$ cat src/rtl/dma_snd_ctrl.sv
`default_nettype none
// ============================================================================
//  Module   : dma_snd_ctrl
//  Purpose  : Sound DMA sequencer. It walks a word counter from the frame
//             start address to the frame end address, one memory fetch per
//             slot grant, and strobes each fetched word into the sound FIFO.
//             It raises a frame-end pulse and can optionally restart the frame.
//  Ports    : clk32/resb    - clock, asynchronous active-low reset
//             CS/A/RW/DIN   - register window write/read access
//             DOUT          - combinational register read data
//             SREQ          - FIFO not full, gates the memory request
//             DREQ/DACK     - memory slot request / one-cycle grant
//             ADDR          - word address [23:1] of the current fetch
//             SLOAD_N       - active-low FIFO load strobe
//             SINT/SACTIVE  - frame-end pulse / frame playing
//  Config   : DMASND_LOOP_EN - when defined, the control loop bit is writable
//             and a looping frame restarts itself at frame end.
//  Revision : 1.0 - initial release
// ============================================================================
module dma_snd_ctrl (
    input  logic        clk32,
    input  logic        resb,
    input  logic        CS,
    input  logic [5:1]  A,
    input  logic        RW,
    input  logic [7:0]  DIN,
    output logic [15:0] DOUT,
    input  logic        SREQ,
    output logic        DREQ,
    input  logic        DACK,
    output logic [23:1] ADDR,
    output logic        SLOAD_N,
    output logic        SINT,
    output logic        SACTIVE
);

    localparam logic [2:0] ST_IDLE = 3'd0;
    localparam logic [2:0] ST_ARM  = 3'd1;
    localparam logic [2:0] ST_REQ  = 3'd2;
    localparam logic [2:0] ST_LOAD = 3'd3;
    localparam logic [2:0] ST_FEND = 3'd4;

    logic [2:0]  state_q,    state_d;
    logic        en_q,       en_d;
    logic [23:0] start_q,    start_d;
    logic [23:0] end_q,      end_d;
    logic [23:0] cnt_q,      cnt_d;
    logic [23:0] sh_start_q, sh_start_d;
    logic [23:0] sh_end_q,   sh_end_d;
    logic        loop_w;

    logic        wr_w;
    logic        rd_w;
    logic        wr_ctrl_w;
    logic        abort_w;
    logic [23:0] cnt_inc_w;

    assign wr_w      = CS && !RW;
    assign rd_w      = CS && RW;
    assign wr_ctrl_w = wr_w && (A == 5'd0);
    assign abort_w   = wr_ctrl_w && !DIN[0];
    assign cnt_inc_w = cnt_q + 24'd2;   // natural 24-bit wrap

`ifdef DMASND_LOOP_EN
    logic loop_q, loop_d;

    always_comb begin
        loop_d = loop_q;
        if (wr_ctrl_w) begin
            loop_d = DIN[1];
        end
    end

    always_ff @(posedge clk32 or negedge resb) begin
        if (!resb) begin
            loop_q <= 1'b0;
        end else begin
            loop_q <= loop_d;
        end
    end

    assign loop_w = loop_q;
`else
    assign loop_w = 1'b0;
`endif

    always_comb begin
        state_d    = state_q;
        en_d       = en_q;
        start_d    = start_q;
        end_d      = end_q;
        cnt_d      = cnt_q;
        sh_start_d = sh_start_q;
        sh_end_d   = sh_end_q;

        // Register writes; only word addresses are stored, so bit0 stays 0.
        if (wr_w) begin
            case (A)
                5'd0: en_d           = DIN[0];
                5'd1: start_d[23:16] = DIN;
                5'd2: start_d[15:8]  = DIN;
                5'd3: start_d[7:0]   = {DIN[7:1], 1'b0};
                5'd7: end_d[23:16]   = DIN;
                5'd8: end_d[15:8]    = DIN;
                5'd9: end_d[7:0]     = {DIN[7:1], 1'b0};
                default: ;
            endcase
        end

        case (state_q)
            ST_IDLE: begin
                if (wr_ctrl_w && DIN[0]) begin
                    state_d = ST_ARM;
                end
            end
            ST_ARM: begin
                // The running frame works only from these shadow copies, so
                // later start/end writes wait for the next ARM.
                cnt_d      = start_q;
                sh_start_d = start_q;
                sh_end_d   = end_q;
                state_d    = (start_q == end_q) ? ST_FEND : ST_REQ;
            end
            ST_REQ: begin
                if (DACK) begin
                    state_d = ST_LOAD;
                end
            end
            ST_LOAD: begin
                cnt_d   = cnt_inc_w;
                state_d = (cnt_inc_w == sh_end_q) ? ST_FEND : ST_REQ;
            end
            ST_FEND: begin
                if (loop_w && (sh_start_q != sh_end_q)) begin
                    state_d = ST_ARM;
                end else begin
                    state_d = ST_IDLE;
                    en_d    = 1'b0;
                end
            end
            default: state_d = ST_IDLE;
        endcase

        // Disabling wins over everything: no load, no counter step, no restart.
        if (abort_w) begin
            state_d    = ST_IDLE;
            cnt_d      = cnt_q;
            sh_start_d = sh_start_q;
            sh_end_d   = sh_end_q;
        end
    end

    always_ff @(posedge clk32 or negedge resb) begin
        if (!resb) begin
            state_q    <= ST_IDLE;
            en_q       <= 1'b0;
            start_q    <= 24'd0;
            end_q      <= 24'd0;
            cnt_q      <= 24'd0;
            sh_start_q <= 24'd0;
            sh_end_q   <= 24'd0;
        end else begin
            state_q    <= state_d;
            en_q       <= en_d;
            start_q    <= start_d;
            end_q      <= end_d;
            cnt_q      <= cnt_d;
            sh_start_q <= sh_start_d;
            sh_end_q   <= sh_end_d;
        end
    end

    always_comb begin
        DOUT = 16'd0;
        if (rd_w) begin
            case (A)
                5'd0: DOUT[7:0] = {6'b0, loop_w, en_q};
                5'd1: DOUT[7:0] = start_q[23:16];
                5'd2: DOUT[7:0] = start_q[15:8];
                5'd3: DOUT[7:0] = start_q[7:0];
                5'd4: DOUT[7:0] = cnt_q[23:16];
                5'd5: DOUT[7:0] = cnt_q[15:8];
                5'd6: DOUT[7:0] = cnt_q[7:0];
                5'd7: DOUT[7:0] = end_q[23:16];
                5'd8: DOUT[7:0] = end_q[15:8];
                5'd9: DOUT[7:0] = end_q[7:0];
                default: ;
            endcase
        end
    end

    // Outputs decode straight from registered state so an asynchronous reset
    // reaches them without waiting for a clock edge.
    assign DREQ    = (state_q == ST_REQ) && SREQ;
    assign ADDR    = cnt_q[23:1];
    assign SLOAD_N = (state_q != ST_LOAD);
    assign SINT    = (state_q == ST_FEND);
    assign SACTIVE = (state_q != ST_IDLE);

endmodule
`default_nettype wire

$ cat config.mk
export PLATFORM = sky130hd
export DESIGN_NAME = dma_snd_ctrl
export DESIGN_NICKNAME = d
export VERILOG_FILES = /design/src/rtl/dma_snd_ctrl.sv
export SDC_FILE = /design/constraint.sdc
export NUM_CORES = 1
export LEC_CHECK = 0
export ABC_AREA = 1
export CORE_MARGIN = 2
export CORE_UTILIZATION = 45
export CTS_CLUSTER_SIZE = 24
export DETAILED_ROUTE_END_ITERATION = 12
export DONT_BUFFER_PORTS = 1
export PLACE_DENSITY_LB_ADDON = 0.08
export SYNTH_ARGS = -nofsm -noshare
export SYNTH_HDL_FRONTEND = slang
export SYNTH_SLANG_ARGS = --single-unit
$ cat constraint.sdc
create_clock -name clk32 -period 1.9 [get_ports clk32]
set_input_delay 0.19 -clock clk32 [delete_from_list [all_inputs] [get_ports clk32]]
set_output_delay 0.19 -clock clk32 [all_outputs]
set_load 0.02 [all_outputs]
* Word level (Yosys, flattened, before mapping)
Index checks and enable logic that the tools add are counted.
** Word-level totals
- Bits in registers :: 97
- Bits in latches :: 0
- Memory bits (writable) :: 0
- Memory bits (read-only) :: 0
- Output and inout port bits :: 43
- Logic and storage cells :: 66
- Memories :: 0
** Cells by class
- Add/sub/neg operators :: 1
- Multipliers :: 0
- Div/mod/pow operators :: 0
- Magnitude comparators :: 0
- Equal/unequal tests :: 18
- Shifts and indexed selects :: 0
- Mux-type cells :: 12
- Bitwise logic cells :: 1
- Reduce and logical (&&, ||, !) cells :: 24
** Operators by type and width (number)
- 8-bit one-hot mux with 10 select lines :: 1
- 24-bit one-hot mux with 2 select lines :: 1
- 24-bit by 2-bit adder with 24-bit output, second input constant :: 1
- 24-bit == test :: 1
- 23-bit == test :: 1
- 5-bit by 3-bit == test with 1-bit output, second input constant :: 4
- 2-bit AND reduction :: 10
- 3-bit two-way mux :: 5
- 3-bit one-hot mux with 4 select lines :: 1
- 5-bit by 2-bit == test with 1-bit output, second input constant :: 2
- 5-bit by 4-bit == test with 1-bit output, second input constant :: 2
- 8-bit two-way mux :: 1
- 3-bit by 2-bit == test with 1-bit output, second input constant :: 2
- 1-bit logical AND :: 6
- 3-bit inequality test, second input constant :: 2
- 2-bit nonzero test :: 3
- 5-bit by 1-bit == test with 1-bit output, second input constant :: 1
- 5-bit logical NOT :: 1
- 3-bit by 1-bit == test with 1-bit output, second input constant :: 1
- 3-bit == test, second input constant :: 1
- 3-bit logical NOT :: 1
- 1-bit two-way mux :: 3
- 3-bit by 2-bit inequality test with 1-bit output, second input constant :: 1
- 3-bit nonzero test :: 1
- 2 further kinds :: 3

* Depth between registers and ports, before layout
Gate-level depths: netlist (run 1).
- Word-level depth :: 7
- Gate-level depth with buffers :: 16
- Mapped depth without buffers :: 16

* Worst setup path before layout (run 1)
Ideal clock, no wire load.
- Path type :: reg-to-reg
- Start point :: register cnt_q[1]
- End point :: register state_q[1]
- Library setup time :: 0.126 ns
- Arrival time :: 1.819 ns
- Required time :: 1.774 ns
- Path slack :: -0.044 ns
- Stages on the path, launching flop included :: 15
- Period minus slack after synthesis :: 1.944 ns
- Cell sequence :: dfrtp_1 ha_1 nand3_1 nor2_1 nand3_1 nand2_1 nand3_1 nand2_1 nand2_1 nor2_1 nand2_1 nor2_2 nand2_1 nand2_1 a21oi_1
** Between the ends
- Longest elaborated chain between the ends :: 5
** Ends and longest elaborated chain
- from (decl) :: RTL line 47 : logic [23:0] cnt_q, cnt_d;
- from (signal assigned) :: RTL line 167 : cnt_q <= cnt_d;
- 24-bit by 2-bit adder with 24-bit output :: RTL line 62 : assign cnt_inc_w = cnt_q + 24'd2;
- 24-bit == test :: RTL line 131 : state_d = (cnt_inc_w == sh_end_q) ? ST_FEND : ST_REQ;
- 3-bit two-way mux :: RTL line 131
- 3-bit one-hot mux with 4 select lines :: RTL line 110 : case (state_q)
- 3-bit two-way mux :: RTL line 145 : if (abort_w) begin
- to (signal assigned) :: RTL line 163 : state_q <= state_d;
- to (decl) :: RTL line 43 : logic [2:0] state_q, state_d;
No other way between the ends.
A chain may end at the register's enable or synchronous reset.

* Worst setup path in the final report (run 1)
- Start point :: register cnt_q[6]
- End point :: register state_q[1]
The elaborated chain is that of the path after synthesis.

==> results of run 1 <==
[final cells by class]
class / count / area, um^2 / area share, %
tap: 176 / 220 / 2.94
inverter: 103 / 395 / 5.27
clock buffer: 10 / 229 / 3.05
clock inverter: 5 / 35.0 / 0.467
multi-input combinational: 601 / 3340 / 44.5
sequential: 96 / 2410 / 32.2
timing repair buffer: 105 / 867 / 11.6
[critical path, delay by kind of cell (launching register included)]
kind / cells / cell delay (ns)
AO/OA/AOI/OAI: 1 / 0.06
flip-flops: 1 / 0.42
AND/OR/NAND/NOR: 9 / 0.97
buffers and inverters: 1 / 0.14
XOR/XNOR: 1 / 0.30
[routing by layer]
metal,up-vias,GRT usage (%),share of wire (%)
met1,2844,41.5,43
met2,258,47.5,47
met4,0,10.2,2.5
li1,2861,-,-
met3,32,3.83,7.2
met5,-,0,0
[cell usage in the layout (no fill, tap or decap), drive strengths merged]
cell | netlist | routed
nor2 | 73 | 73
inv | 103 | 102
a31oi | 1 | 1
nor4 | 3 | 3
nand2 | 252 | 252
xnor2 | 9 | 9
o221ai | 2 | 2
o21ai | 97 | 97
a2111oi | 3 | 3
buf | 12 | 105
and2 | 1 | 1
ha | 2 | 2
clkbuf | 15 | 10
xnor3 | 1 | 1
nand4 | 7 | 7
conb | 1 | 8
nand3b | 7 | 7
a21oi | 20 | 20
o211ai | 11 | 11
nand3 | 53 | 53
or2 | 1 | 1
clkinv | 0 | 1
nor3 | 7 | 7
o2111ai | 2 | 2
clkinvlp | 0 | 5
o22ai | 22 | 22
xor2 | 12 | 12
dfrtp | 96 | 96
a22o | 1 | 1
xor3 | 1 | 1
a211oi | 5 | 5
[cell families after synthesis]
| family | synth area share, % |
|---|---|
| buf+inv | 8.77 |
| compound gates | 15.5 |
| flops | 40.3 |
| xor+xnor | 3.98 |
| simple gates | 31.0 |
| other cells | 0.0629 |
| fa+ha+maj | 0.419 |
[power by group]
group	total (uW)	internal, uW	switching (uW)
Combinational	4750	1920	2830
Clock	1710	879	835
Sequential	3300	2630	677
[per-stage QoR]
stage | instance area (um^2) | cells | util, %
6_report | 7500 | 1096 | 57.3
5_1_grt | 7500 | 1096 | 57.3
4_1_cts | 7270 | 1092 | 55.6
3_5_place_dp | 6800 | 1068 | 52.0
3_3_place_gp | 6800 | 1068 | 52.0
2_1_floorplan | 5990 | 827 | -
[worst max path at each step]
stage / start / endpoint / slack [ns] / cells after the start
2_1_floorplan: cnt_q[2]$_DFFE_PN0P_ / state_q[1]$_DFFE_PN0P_ / 0.02 / 14
3_3_place_gp: cnt_q[2]$_DFFE_PN0P_ / state_q[1]$_DFFE_PN0P_ / -0.07 / 14
3_5_place_dp: cnt_q[2]$_DFFE_PN0P_ / state_q[2]$_DFFE_PN0P_ / -0.15 / 13
4_1_cts: cnt_q[1]$_DFFE_PN0P_ / DOUT[1] / -0.05 / 6
5_1_grt: cnt_q[5]$_DFFE_PN0P_ / state_q[1]$_DFFE_PN0P_ / -0.24 / 12
6_report: cnt_q[6]$_DFFE_PN0P_ / state_q[1]$_DFFE_PN0P_ / -0.10 / 12
[sequential cells by signal, indices dropped and copies added, names as in the netlist]
name / flops
start_q: 23
sh_end_q: 23
cnt_q: 23
state_q: 3
end_q: 23
en_q: 1
[Yosys cell counts, drive strengths merged, types with 2 or more instances]
cell,instances,area (um^2)
xor2,12,113
o2111ai,2,17.5
nand3b,7,65.1
o21ai,97,489
nand2,252,998
o211ai,11,82.6
inv,103,387
nand4,7,43.8
xnor2,9,78.8
dfrtp,96,2400
nor4,3,18.8
nor3,7,35.0
a211oi,5,37.5
o22ai,22,138
nand3,53,280
nor2,73,393
a21oi,20,104
ha,2,25.0
buf,12,80.1
clkbuf,15,56.3
o221ai,2,17.5
a2111oi,3,26.3
[what timing repair did]
item,4_1_cts,5_1_grt
gates cloned,0,0
endpoints found under the hold margin,96,96
setup endpoints to repair,10,9
gates resized for setup,39,48
pin swaps,9,29
buffers inserted,10,6
==> run_results.csv, run 1 <==
group,metric,value,unit
logic_synthesis,netlist_area,5970,um^2
setup_path,start_kind,"flop",
routing,drc_errors,0,
floorplan,die_h,119,um
logic_synthesis,netlist_instances,820,
global_routing,grt_max_degree,97,
sta,setup_violations,4,
floorplan,die_w,119,um
floorplan,start_util,45.6,%
global_routing,grt_pass1_vias,5608,
routing,viasPerCell,5.47,
cells_and_area,num_antenna_cells,0,
setup_path,r2r_cells,12,
global_routing,grt-ovfl-total,0,
floorplan,ios,62,
sta,finClkSkew,0.00825,ns
cts,cts.sinks,96,
global_routing,grtUsageTotal,29.6,%
setup_path,cp_common_cell,"nand2_1",
sta,rsz0062_at_grt,"true",
setup_path,r2r_slack,-0.10,ns
global_routing,grt_antenna_before_repair,0,
status,violations,"hold timing, setup timing",
cells_and_area,drive_gt1_share,24.7,%
sta,period_needed,2.00,ns
power,ir_drop,0.000495,V
cells_and_area,nNetsFinal,937,
setup_path,arrival,2.25,ns
setup_path,cp_slowest_cell,"dfrtp_1",
routing,wl_per_cell,18.8,um
cts,htreeDepth,3,
sta,whs,-0.475,ns
routing,wl,20.6,mm
cells_and_area,syn2layout_area_growth,25.7,%
setup_path,path_class,"flop to flop",
sta,timing.final.crit_share,105,%
setup_path,cp_max_fo,5,
place,portBuffers,0,
flow_run,cap_violations,0,
power,total_power,9770,uW
logic_synthesis,ys_warn_count,0,
logic_synthesis,ys_types,42,
logic_synthesis,ys_ff_latch,96,
global_routing,grt_pass1_wl,31.7,mm
cts,ctsLongestPathBuffers,2,
setup_path,reg2reg_to,"state_q[1]$_DFFE_PN0P_",
routing,vias,5995,
sta,max_freq,499,MHz
cts,cts_tree,"built",
cts,cts.clk_slew.worst_paths,0.07,ns
cts,clkLatencyLatePin,0.36,ns
logic_synthesis,syn_area_per_cell,7.28,um^2
sta,drv_slew,0,
routing,drt_iter0_drc,491,
cells_and_area,fill_cells,1258,
power,p_per_area,1300,nW/um^2
setup_path,crit_chain,"buf_4, nand2_2, nor2_8, nand3_2, xor3_1, nand2_2, nor2_2, nand2_1, nor2_2, nand2_1, nand2_1, a21oi_1",
setup_path,cpPeakStageDelay,0.42,ns
place,post-dp-hpwl,15.5,mm
logic_synthesis,yosysSeqAreaShare,40.3,%
cts,cts_inserted_buffers,9,
power,p_leak,0.00352,uW
setup_path,rr_startpoint,"cnt_q[6]$_DFFE_PN0P_",
place,gp_congestion,0.949,
logic_synthesis,synthArstFlopShare,100,%
sta,setup_tns,-0.356,ns
setup_path,crit_required,2.14,ns
routing,dr.pass1.iters,5,
status,status,"finished, violations left",
sta,setup_slack,-0.104,ns
min_path,hold_class,"input port to async pin",
floorplan,dieArea,14200,um^2
logic_synthesis,ys.flop_type,"dfrtp_1",
logic_synthesis,synth_edf_count,0,
floorplan,core.rowCount,42,
routing,antenna_left,0,
floorplan,fp.coreArea,13100,um^2
place,dp_slack,-0.154,ns
setup_path,crit_path_end_kind,"flop",
cts,cts-root-buf,"clkbuf_16",
sta,finalHoldViolCount,96,
Note: power is estimated with default switching activity, not from simulation.
==> run 2, diff against run 1 <==
--- a/config.mk
+++ b/config.mk
@@ -11,7 +11,7 @@
 export CTS_CLUSTER_SIZE = 24
 export DETAILED_ROUTE_END_ITERATION = 12
 export DONT_BUFFER_PORTS = 1
-export PLACE_DENSITY_LB_ADDON = 0.08
+export PLACE_DENSITY_LB_ADDON = 0.12
 export SYNTH_ARGS = -nofsm -noshare
 export SYNTH_HDL_FRONTEND = slang
 export SYNTH_SLANG_ARGS = --single-unit
==> run_results.csv, run 2 (synthesis gave the netlist of run 1 again) <==
group,metric,value,unit
setup_path,crit_required,2.17,ns
cts,cts.clk_slew.worst_paths,0.07,ns
routing,viasPerCell,5.48,
setup_path,arrival,2.24,ns
setup_path,r2r_cells,13,
routing,vias,6036,
cts,cts-root-buf,"clkbuf_16",
place,gp_congestion,0.967,
sta,rsz0062_at_grt,"true",
cells_and_area,nNetsFinal,942,
routing,drt_iter0_drc,462,
min_path,hold_class,"input port to async pin",
setup_path,reg2reg_to,"state_q[2]$_DFFE_PN0P_",
cts,htreeDepth,3,
cts,cts_tree,"built",
sta,tightest_slew,0.538,ns
routing,drc_errors,0,
floorplan,dieArea,14200,um^2
sta,drv_slew,0,
sta,finClkSkew,0.00359,ns
routing,dr.pass1.iters,8,
place,placedInstanceArea,6810,um^2
sta,timing.final.crit_share,104,%
setup_path,r2r_slack,-0.07,ns
routing,wl_per_cell,18.4,um
floorplan,start_util,45.6,%
power,p_int,5680,uW
cells_and_area,num_antenna_cells,0,
sta,period_needed,1.97,ns
setup_path,path_class,"flop to flop",
power,seq_power_share,33.1,%
place,portBuffers,0,
sta,setup_tns,-0.231,ns
setup_path,cp_max_fo,5,
global_routing,grt_pass1_wl,32.1,mm
cells_and_area,layout.core_utilization,57.8,%
flow_run,cap_violations,0,
floorplan,fp.coreArea,13100,um^2
routing,wl,20.2,mm
sta,whs,-0.468,ns
setup_path,crit_start,"cnt_q[2]$_DFFE_PN0P_",
power,combPwrFrac,47.4,%
global_routing,grtUsageTotal,29.5,%
sta,setup_slack,-0.0706,ns
setup_path,start_kind,"flop",
cts,cts_inserted_buffers,9,
cts,ctsLongestPathBuffers,2,
sta,max_freq,507,MHz
global_routing,grt_pass1_vias,5937,
setup_path,crit_path_end_kind,"flop",
floorplan,die_w,119,um
sta,setup_violations,4,
cells_and_area,final_cell_mix,"229 x nand2_1, 97 x buf_4, 94 x inv_1",
status,status,"finished, violations left",
global_routing,grt_antenna_before_repair,0,
setup_path,rr_startpoint,"cnt_q[2]$_DFFE_PN0P_",
power,p_clk_share,19.5,%
cells_and_area,final_area,7560,um^2
cells_and_area,final_common_cell,"nand2_1",
sta,finalHoldViolCount,96,
cells_and_area,syn2layout_area_growth,26.7,%
routing,antenna_left,0,
place,post-dp-hpwl,15.4,mm
power,p_sw,4210,uW
cts,clkLatencyLatePin,0.35,ns
power,swShare,42.6,%
global_routing,grt-ovfl-total,0,
floorplan,die_h,119,um
power,p_per_area,1310,nW/um^2
power,ir_drop,0.000597,V
global_routing,grt_max_degree,97,
power,p_leak,0.00360,uW
floorplan,ios,62,
cells_and_area,drive_gt1_share,23.7,%
floorplan,core.rowCount,42,
setup_path,crit_end,"state_q[2]$_DFFE_PN0P_",
cts,cts.sinks,96,
status,violations,"hold timing, setup timing",
sta,slew_headroom,64.1,%
## run 2: repair_timing
| action | CTS | global route |
|---|---|---|
| pin swaps | 15 | 25 |
| hold endpoints to repair | 96 | 96 |
| gates cloned | 0 | 0 |
| endpoints found under the setup margin | 11 | 11 |
| gates resized for setup | 37 | 43 |
| setup buffers | 13 | 6 |
## run 2: per-stage QoR
stage          worst slack, ns  hold slack (ns)  power [uW]  cells
6_report               -0.0706           -0.468        9890   1101
5_1_grt                 -0.251           -0.479       10500   1101
3_3_place_gp            -0.122           -0.103        7470   1070
3_5_place_dp            -0.127           -0.102        7510   1070
4_1_cts                -0.0529           -0.480        9690   1097
2_1_floorplan           0.0155           -0.106        5690    827
## run 2: layer usage
metal / vias up / wire length (um) / track usage, %
li1: 2870 / - / -
met1: 2844 / 8580 / 39.6
met2: 256 / 8970 / 45.7
met3: 66 / 1680 / 5.32
met4: 0 / 994 / 14.8
met5: - / 0 / 0
## run 2: cell type report
class,count,area [um^2]
clock inverter,4,70.1
sequential,96,2410
clock buffer,11,233
fill,1241,5530
timing repair buffer,110,896
multi-input combinational,601,3330
tap,176,220
inverter,103,400
## run 2: critical path, stage by stage (launching register included)
cell     delay, ns
dfrtp_1       0.42
ha_2          0.21
inv_2         0.06
nor2_4        0.19
nand2_4       0.11
o21ai_1       0.14
nand2_1       0.09
nand2_1       0.07
nand2_1       0.06
nor2_1        0.09
nand2_1       0.08
nor2_4        0.13
nand3_2       0.09
a21oi_2       0.14
## run 2: worst min-delay path by stage
stage | slack, ns | startpoint | cells after the start | end
after floorplan | -0.11 | resb | 0 | cnt_q[10]$_DFFE_PN0P_
after global placement | -0.10 | resb | 0 | cnt_q[11]$_DFFE_PN0P_
after detailed placement | -0.10 | resb | 0 | cnt_q[4]$_DFFE_PN0P_
after CTS | -0.48 | resb | 0 | cnt_q[4]$_DFFE_PN0P_
after global routing | -0.48 | resb | 0 | cnt_q[11]$_DFFE_PN0P_
final | -0.47 | resb | 0 | cnt_q[11]$_DFFE_PN0P_
## run 2: power by group through the flow
stage / clock network (uW) / registers (uW) / logic (uW)
after CTS: 1960 / 3240 / 4490
final: 1930 / 3270 / 4680
after global placement: 0 / 3250 / 4220
after detailed placement: 0 / 3270 / 4240
after global routing: 2030 / 3340 / 5170
after floorplan: 0 / 3390 / 2300
==> run 3, diff against run 2 <==
--- a/config.mk
+++ b/config.mk
@@ -11,7 +11,6 @@
 export CTS_CLUSTER_SIZE = 24
 export DETAILED_ROUTE_END_ITERATION = 12
 export DONT_BUFFER_PORTS = 1
-export PLACE_DENSITY_LB_ADDON = 0.12
 export SYNTH_ARGS = -nofsm -noshare
 export SYNTH_HDL_FRONTEND = slang
 export SYNTH_SLANG_ARGS = --single-unit
==> constraint.sdc (replaced) <==
create_clock -name clk32 -period 1.9 [get_ports clk32]
set_input_delay 0 -clock clk32 [delete_from_list [all_inputs] [get_ports clk32]]
set_output_delay 0 -clock clk32 [all_outputs]
set_load 0.02 [all_outputs]
==> run_results.csv, run 3 (synthesis gave the netlist of run 1 again) <==
group,metric,value,unit
status,status,"finished, violations left",
status,violations,"hold timing, setup timing",
global_routing,grt_max_degree,97,
setup_path,start_kind,"flop",
sta,setup_violations,2,
cells_and_area,final_area,7240,um^2
cts,ctsHoldBuffers,11,
cts,ctsLongestPathBuffers,2,
sta,period_needed,1.98,ns
routing,vias,5851,
setup_path,cp_max_fo,5,
floorplan,fp.coreArea,13100,um^2
setup_path,crit_path_end_kind,"flop",
cells_and_area,layout.core_utilization,55.3,%
power,p_clk_share,20.2,%
cells_and_area,nNetsFinal,923,
power,p_leak,0.00339,uW
sta,finClkSkew,0.0105,ns
power,p_sw,4130,uW
power,p_int,5340,uW
routing,wl_per_cell,18.1,um
place,post-place-cells,1054,
power,swShare,43.6,%
place,gp_congestion,0.951,
routing,dr.pass1.iters,7,
min_path,hold_class,"input port to async pin",
sta,max_freq,504,MHz
cts,cts.sinks,96,
sta,finalHoldViolCount,96,
place,dp_slack,-0.112,ns
global_routing,grt_pass1_wl,30.4,mm
routing,antenna_left,0,
cts,cts_inserted_buffers,9,
cts,clkLatencyLatePin,0.36,ns
flow_run,cap_violations,0,
cts,htreeDepth,3,
sta,drv_slew,0,
cts,cts_tree,"built",
floorplan,core.rowCount,42,
sta,setup_tns,-0.154,ns
cells_and_area,drive_gt1_share,18.1,%
cells_and_area,finalNonFillerCells,1083,
routing,drt_iter0_drc,544,
routing,wl,19.6,mm
sta,rsz0062_at_grt,"true",
global_routing,grt_pass1_vias,5520,
cells_and_area,final_cell_mix,"232 x nand2_1, 97 x inv_1, 93 x o21ai_0",
routing,viasPerCell,5.40,
power,p_per_area,1310,nW/um^2
setup_path,r2r_slack,-0.08,ns
cells_and_area,num_antenna_cells,0,
cells_and_area,multi_input_area,3170,um^2
sta,setup_slack,-0.0835,ns
sta,whs,-0.668,ns
setup_path,path_class,"flop to flop",
setup_path,crit_required,2.14,ns
sta,timing.final.crit_share,104,%
place,post-dp-hpwl,14.8,mm
cts,cts-root-buf,"clkbuf_16",
cells_and_area,final_common_cell,"nand2_1",
cts,cts.clk_slew.worst_paths,0.07,ns
cells_and_area,syn2layout_area_growth,21.3,%
floorplan,start_util,45.6,%
global_routing,grtUsageTotal,28.1,%
sta,slew_headroom,65.0,%
floorplan,dieArea,14200,um^2
power,ir_drop,0.000607,V
power,seq_power_share,34.6,%
sta,tightest_slew,0.524,ns
global_routing,grt-ovfl-total,0,
routing,drc_errors,0,
setup_path,arrival,2.23,ns
global_routing,grt_antenna_before_repair,0,
place,placedInstanceArea,6690,um^2
floorplan,die_h,119,um
floorplan,ios,62,
floorplan,die_w,119,um
place,portBuffers,0,
cells_and_area,fill_cells,1251,
cells_and_area,final-seq-area,2410,um^2
power,combPwrFrac,45.2,%
## run 3: timing repair
action / in CTS / in global routing
gates resized for setup: 3 / 27
pin swaps: 2 / 4
setup endpoints to repair: 2 / 3
setup buffers: 0 / 2
hold endpoints to repair: 146 / 96
## run 3: final timing paths
| kind | startpoint | depth (start not counted) | to |
|---|---|---|---|
| max reg2reg | cnt_q[1]$_DFFE_PN0P_ | 13 | state_q[1]$_DFFE_PN0P_ |
| max in group asynchronous | resb | 0 | state_q[0]$_DFFE_PN0P_ |
| min reg2reg | end_q[19]$_DFFE_PN0P_ | 2 | end_q[19]$_DFFE_PN0P_ |
| min in group clk32 | CS | 6 | en_q$_DFFE_PN0P_ |
| max | cnt_q[1]$_DFFE_PN0P_ | 13 | state_q[1]$_DFFE_PN0P_ |
| min | resb | 0 | cnt_q[4]$_DFFE_PN0P_ |
## run 3: power groups by stage
| stage | Sequential [uW] | Combinational (uW) | Clock, uW |
|---|---|---|---|
| 2_1_floorplan | 3390 | 2300 | 0 |
| 3_3_place_gp | 3250 | 4020 | 0 |
| 3_5_place_dp | 3270 | 4070 | 0 |
| 4_1_cts | 3240 | 4120 | 1940 |
| 5_1_grt | 3340 | 4700 | 2030 |
| 6_report | 3270 | 4280 | 1920 |
## run 3: through the flow
stage,total power (uW),hold WS (ns)
after floorplan,5690,-0.296
after CTS,9300,-0.677
after global placement,7260,-0.292
after global routing,10100,-0.684
after detailed placement,7340,-0.291
final,9470,-0.668
## run 3: metal layers
layer	routed length [um]	global-route usage [%]
met4	710	13.2
met1	8700	38.9
met3	1490	5.08
met2	8650	42.6
met5	0	0
## run 3: worst max-delay path, cell delays in order (launching register included)
cell and delay, ns:
dfrtp_2 0.43, buf_6 0.12, nand2_4 0.05, nor2_8 0.11, buf_12 0.14, nand3_2 0.16
xor3_1 0.27, nand2_1 0.08, nor2_1 0.10, nand2_1 0.07, nor2_2 0.14, nand2_1 0.07
nand2_1 0.07, a21oi_1 0.07
## run 3: layout make-up
| type | instances | area share (%) |
|---|---|---|
| Multi-Input combinational cell | 601 | 43.8 |
| Sequential cell | 96 | 33.3 |
| Inverter | 103 | 5.34 |
| Timing Repair Buffer | 91 | 10.3 |
| Tap cell | 176 | 3.04 |
| Clock buffer | 10 | 3.30 |
| Clock inverter | 6 | 0.951 |
